===== src/rtl/spi_pkg.sv =====
// Shared types and constants for the SPI mode-3 receiver.
package spi_pkg;

    typedef enum logic {
        IDLE = 1'b0,
        RECV = 1'b1
    } rx_state_t;

    localparam int SPI_CPOL   = 1;
    localparam int SPI_CPHA   = 1;
    localparam int SPI_DATA_W = 8;

endpackage


===== src/rtl/spi_sync_edge.sv =====
// Synchronises sclk/sdin into clk through equal-length chains and flags sclk rising edges.
module spi_sync_edge
    import spi_pkg::*;
#(
    parameter int STAGES = 2
) (
    input  logic clk,
    input  logic rst,
    input  logic sclk,
    input  logic sdin,
    output logic sclk_sync,
    output logic sclk_rise,
    output logic sdin_sync
);

    // Preset to the sclk idle level so leaving reset never produces a false rise.
    localparam logic IDLE_LVL = 1'(SPI_CPOL);

    logic [STAGES-1:0] sclk_ff;
    logic [STAGES-1:0] sdin_ff;
    logic              sclk_d;

    always_ff @(posedge clk) begin
        if (rst) begin
            sclk_ff <= {STAGES{IDLE_LVL}};
            sdin_ff <= {STAGES{IDLE_LVL}};
            sclk_d  <= IDLE_LVL;
        end else begin
            sclk_ff <= {sclk_ff[STAGES-2:0], sclk};
            sdin_ff <= {sdin_ff[STAGES-2:0], sdin};
            sclk_d  <= sclk_ff[STAGES-1];
        end
    end

    assign sclk_sync = sclk_ff[STAGES-1];
    assign sdin_sync = sdin_ff[STAGES-1];
    assign sclk_rise = sclk_sync & ~sclk_d;

endmodule


===== src/rtl/spi_rx.sv =====
// SPI mode-3 peripheral receiver: MSB-first deserialiser with valid/ready output and sticky overrun.
// Optional sclk-idle abort of partial frames is enabled by defining SPI_RX_TIMEOUT_EN.
//
// state | meaning
// IDLE  | no partial frame, bit_cnt == 0
// RECV  | 1..DATA_W-1 bits of the current frame shifted in
module spi_rx
    import spi_pkg::*;
#(
    parameter int DATA_W         = SPI_DATA_W,
    parameter int SYNC_STAGES    = 2,
    parameter int TIMEOUT_CYCLES = 64
) (
    input  logic              clk,
    input  logic              rst,
    input  logic              sclk,
    input  logic              sdin,
    output logic [DATA_W-1:0] dout,
    output logic              dout_valid,
    input  logic              dout_ready,
    output logic              overrun,
    input  logic              ovr_clr,
    output logic              busy
);

    localparam int                CNT_W = (DATA_W > 1) ? $clog2(DATA_W) : 1;
    localparam logic [CNT_W-1:0]  LAST  = CNT_W'(DATA_W - 1);

    rx_state_t         state;
    rx_state_t         state_nxt;
    logic [DATA_W-1:0] shift_reg;
    logic [DATA_W-1:0] shift_nxt;
    logic [CNT_W-1:0]  bit_cnt;
    logic              sclk_sync;
    logic              sclk_rise;
    logic              sdin_sync;
    logic              timeout;
    logic              frame_done;
    logic              load;
    logic              drop;
    logic              accept;

    spi_sync_edge #(
        .STAGES(SYNC_STAGES)
    ) u_sync (
        .clk      (clk),
        .rst      (rst),
        .sclk     (sclk),
        .sdin     (sdin),
        .sclk_sync(sclk_sync),
        .sclk_rise(sclk_rise),
        .sdin_sync(sdin_sync)
    );

`ifdef SPI_RX_TIMEOUT_EN
    localparam int               IDLE_W   = $clog2(TIMEOUT_CYCLES + 1);
    localparam logic [IDLE_W-1:0] IDLE_MAX = IDLE_W'(TIMEOUT_CYCLES);

    logic [IDLE_W-1:0] idle_cnt;

    // Saturates at the limit; the abort itself returns the FSM to IDLE, which clears it.
    always_ff @(posedge clk) begin
        if (rst || state == IDLE || sclk_rise) begin
            idle_cnt <= '0;
        end else if (sclk_sync && idle_cnt != IDLE_MAX) begin
            idle_cnt <= idle_cnt + IDLE_W'(1);
        end
    end

    assign timeout = (state == RECV) && !sclk_rise && (idle_cnt == IDLE_MAX);
`else
    logic unused_ok;

    assign timeout   = 1'b0;
    assign unused_ok = sclk_sync ^ (TIMEOUT_CYCLES != 0);
`endif

    always_ff @(posedge clk) begin
        if (rst) begin
            state <= IDLE;
        end else begin
            state <= state_nxt;
        end
    end

    always_comb begin
        state_nxt = state;
        unique case (state)
            IDLE: begin
                if (sclk_rise) state_nxt = RECV;
            end
            RECV: begin
                if (sclk_rise && bit_cnt == LAST) state_nxt = IDLE;
                else if (timeout)                 state_nxt = IDLE;
            end
        endcase
    end

    always_comb begin
        shift_nxt  = {shift_reg[DATA_W-2:0], sdin_sync};
        frame_done = sclk_rise && (state == RECV) && (bit_cnt == LAST);
        accept     = dout_valid && dout_ready;
        load       = frame_done && (!dout_valid || dout_ready);
        drop       = frame_done && !load;
        busy       = (state == RECV);
    end

    always_ff @(posedge clk) begin
        if (rst) begin
            shift_reg  <= '0;
            bit_cnt    <= '0;
            dout       <= '0;
            dout_valid <= 1'b0;
            overrun    <= 1'b0;
        end else begin
            if (timeout) begin
                shift_reg <= '0;
                bit_cnt   <= '0;
            end else if (sclk_rise) begin
                shift_reg <= shift_nxt;
                bit_cnt   <= frame_done ? '0 : bit_cnt + CNT_W'(1);
            end

            if (load) begin
                dout       <= shift_nxt;
                dout_valid <= 1'b1;
            end else if (accept) begin
                dout_valid <= 1'b0;
            end

            // A fresh overrun outranks a clear in the same cycle.
            if (drop) begin
                overrun <= 1'b1;
            end else if (ovr_clr) begin
                overrun <= 1'b0;
            end
        end
    end

endmodule

===== config.mk =====
export PLATFORM = sky130hd
export DESIGN_NAME = spi_rx
export DESIGN_NICKNAME = d
export VERILOG_FILES = /design/src/rtl/spi_pkg.sv /design/src/rtl/spi_sync_edge.sv /design/src/rtl/spi_rx.sv
export SDC_FILE = /design/constraint.sdc
export NUM_CORES = 1
export LEC_CHECK = 0
export CORE_UTILIZATION = 53
export CTS_CLUSTER_DIAMETER = 30
export DETAILED_ROUTE_END_ITERATION = 16
export PLACE_DENSITY = 0.87
export SYNTH_ARGS = -nofsm -noshare
export SYNTH_HDL_FRONTEND = slang
export SYNTH_HIERARCHICAL = 1
export SYNTH_SLANG_ARGS = --single-unit

===== constraint.sdc =====
create_clock -name clk -period 3.9 [get_ports clk]
set_input_delay 0.78 -clock clk [delete_from_list [all_inputs] [get_ports clk]]
set_output_delay 0.78 -clock clk [all_outputs]
set_load 0.05 [all_outputs]

==> metrics.md <==
| Metric | Value |
|---|---|
| Synth Cell Area | 950.9 um^2 |
| Placed cell count | 130 |
| Arr. time, crit path | 1.49 ns |
| Sequential cell area | 520.5 um^2 |
| Post-CTS setup buffers | 0 |
| Final non-filler cell total | 133 |
| Area contributors post-synth | dfxtp_1 (55%), mux2i_1 (8.4%), or3b_1 (6.4%), a21oi_1 (5.8%), o21ai_0 (4.7%) |
| Max Transition Viols Final | 0 |
| Starting Density | 0.5965 |
| Cell Pwr Density | 343.3 nW/um^2 |
| CTS root buffer | clkbuf_4 |
| Yosys top cell area share | 0.5474 |
| Clk sinks | 26 |
| Die width | 44.36 um |
| Row count | 14 |
| Vias in the first global route | 592 |
| Layout cells sized above 1 | 0.04587 |
| Total CTS buffers | 3 |
| Met3 Use GR | 0.02449 |
| Multi-input logic area | 401.6 um^2 |
| Total Power | 393.4 uW |
| Critical Path Stages | 1 |
| Synthesis-to-layout area growth | 20.53% |
| Reg2reg start | u_sync/sclk_ff[1] |
| Worst reg2reg path endpoint | dout[0] |
| Startpoint Class | register |
| GR peak layer | met2 |
| Relative slew slack | 0.4455 |
| WL/cell | 11.58 um |
| Sequential element share of the synthesized area | 0.5474 |
| Static Leakage | 0.0003830 uW |
| FMAX | 441.1 MHz |
| Die ar. | 1967 um^2 |
| Final period util | 0.5813 |
| Largest net degree at the start of global routing | 27 |
| Slowest cell on crit path | clkdlybuf4s50_1 |
| Vias per inst | 5.180 |
| Worst EP required | 3.12 ns |
| Minimum clock period | 2.267 ns |
| CTS tree | done |
| Fill cells | 125 |
| Worst-skew pair later-pin latency | 0.31 ns |
| Final layout net count | 119 |
| Port Buf Inserts | 16 |
| Hold Crit Depth | 1 |
| Vias | 689 |
| Worst R2R Path Depth | 5 |
| Clock Path Buffers | 2 |
| Most common cell in the netlist | dfxtp_1 |
| HP Start | u_sync/sdin_ff[0] |
| Initial antenna violation count | 0 |
| # diodes | 0 |
| Unrepaired setup endpoints after global routing | false |
| Worst Path Buf+Inv | 1 |
| Detailed placement HPWL | 1075 um |
| Hold Path Class | reg2reg |
| Flop2flop setup slack | 1.88 ns |
| Hold Path Sink | u_sync/sdin_ff[1] |
| Post-Route WL | 1540 um |
| First-pass GRT wire length | 2394 um |
| Worst path top cell family by delay | buffers and inverters |
| Worst Setup Path Type | reg2out |
| Boundary Pins | 17 |
| ANT nets after route | 0 |
| Crit-path cells | clkdlybuf4s50_1 |
| Syn nets | 103 |
| Avg Cell Area, Syn | 10.01 um^2 |
| CTS resizes | 0 |
| Yosys warnings | 6 |
| CTS HTree Levels | 1 |
| Post-synth ARST share | 0 |
| Number of flip-flops in the largest register | 8 |
| Crit-path max FO | 2 |
| Post-synth top cells | dfxtp_1 (26), a21oi_1 (11), nor2_1 (9), o21ai_0 (9), mux2i_1 (8) |
| # DRC | 0 |
| Max cap viols | 0 |
| Worst Tran Pin Value | 0.8291 ns |
| Final Hold Fails | 0 |
| Chip Height | 44.36 um |
| Post-synth EDFFs | 0 |
| Status | complete, no violations |
| TNS Setup | 0 ns |
| Hold Buf Count CTS | 0 |
| Placeable Area | 1594 um^2 |
| Final setup skew | 0.003463 ns |
| Synth area leader | dfxtp_1 |
| Synth unique cells | 18 |
| Cells after synthesis | 95 |
| Worst VDD drop | 0.0002221 V |
| Synth Flop Type | dfxtp_1 |
| Slowest cell delay on critical path | 0.81 ns |
| Gr usage total | 0.1682 |
| Clock-pin slew on the worst setup and hold paths | 0.12 ns |
| Synth Register Bits | 26 |
| Worst Setup End Kind | output pin |
| DRT Pass-1 Iters | 2 |
| GRT met2 Usage | 0.2882 |
| Initial DRC Count | 2 |
| Count of final setup violators | 0 |
| Global route overflow | 0 |
| Met1 Use GR | 0.2026 |
| Routability Congestion | 0.7074 |
[how the worst max path moves through the flow]
stage / slack (ns) / end / startpoint
final: 1.63 / dout[1] / dout[1]
after global routing: 1.59 / dout_valid / dout_valid
after CTS: 1.62 / dout_valid / dout_valid
after detailed placement: 1.63 / dout[0] / dout_ready
after global placement: 1.72 / dout[0] / dout_ready
after floorplan: 2.35 / dout[6] / dout_ready
[routing by layer]
metal  part of all wire  wire [um]
met4              0.014         21
met5                  0          0
met2               0.47        718
met1               0.50        771
met3              0.019         29
[per-stage QoR]
stage	utilization	cell area, um^2	hold slack [ns]	setup WS, ns
floorplan	-	950.9	0.3832	2.355
global placement	0.7049	1124	0.3867	1.718
detailed placement	0.7049	1124	0.3892	1.629
CTS	0.7190	1146	0.4194	1.622
global route	0.7190	1146	0.4405	1.590
finish	0.7190	1146	0.4165	1.633
[layout make-up]
| type | count | area share |
|---|---|---|
| timing repair buffer | 17 | 0.1463 |
| tap | 24 | 0.02620 |
| sequential | 26 | 0.4541 |
| multi-input combinational | 62 | 0.3504 |
| inverter | 1 | 0.003275 |
| clock buffer | 3 | 0.01965 |
[kinds of logic (layout without fill, tap and decap cells)]
logic type | count (synthesis) | in the layout | synth area share
DFF | 26 | 26 | 0.5474
AOI/OAI and AO/OA | 21 | 21 | 0.1118
adders and majority gates | 2 | 2 | 0.02631
buffers and inverters | 7 | 21 | 0.03024
muxes | 8 | 8 | 0.08421
and+or+nand+nor | 31 | 31 | 0.2000
[cells in the final DEF (no fill, tap or decap), drive strengths merged]
| master | count |
|---|---|
| o22ai | 1 |
| or2 | 5 |
| clkdlybuf4s50 | 16 |
| ha | 2 |
| nand3b | 1 |
| nand3 | 2 |
| nand2b | 3 |
| o21ai | 9 |
| or3b | 8 |
| mux2i | 8 |
| nor2 | 9 |
| inv | 1 |
| nor2b | 3 |
| a21oi | 11 |
| clkbuf | 3 |
| dfxtp | 26 |
| buf | 1 |
[where the power goes]
part,switching (uW),leakage [uW],internal [uW]
Sequential,1.29,0.000211,269
Combinational,8.11,0.000159,8.48
Clock,70.6,0.0000138,36.1
Total,80.0,0.000383,313
Power figures use the tool's default switching activity.
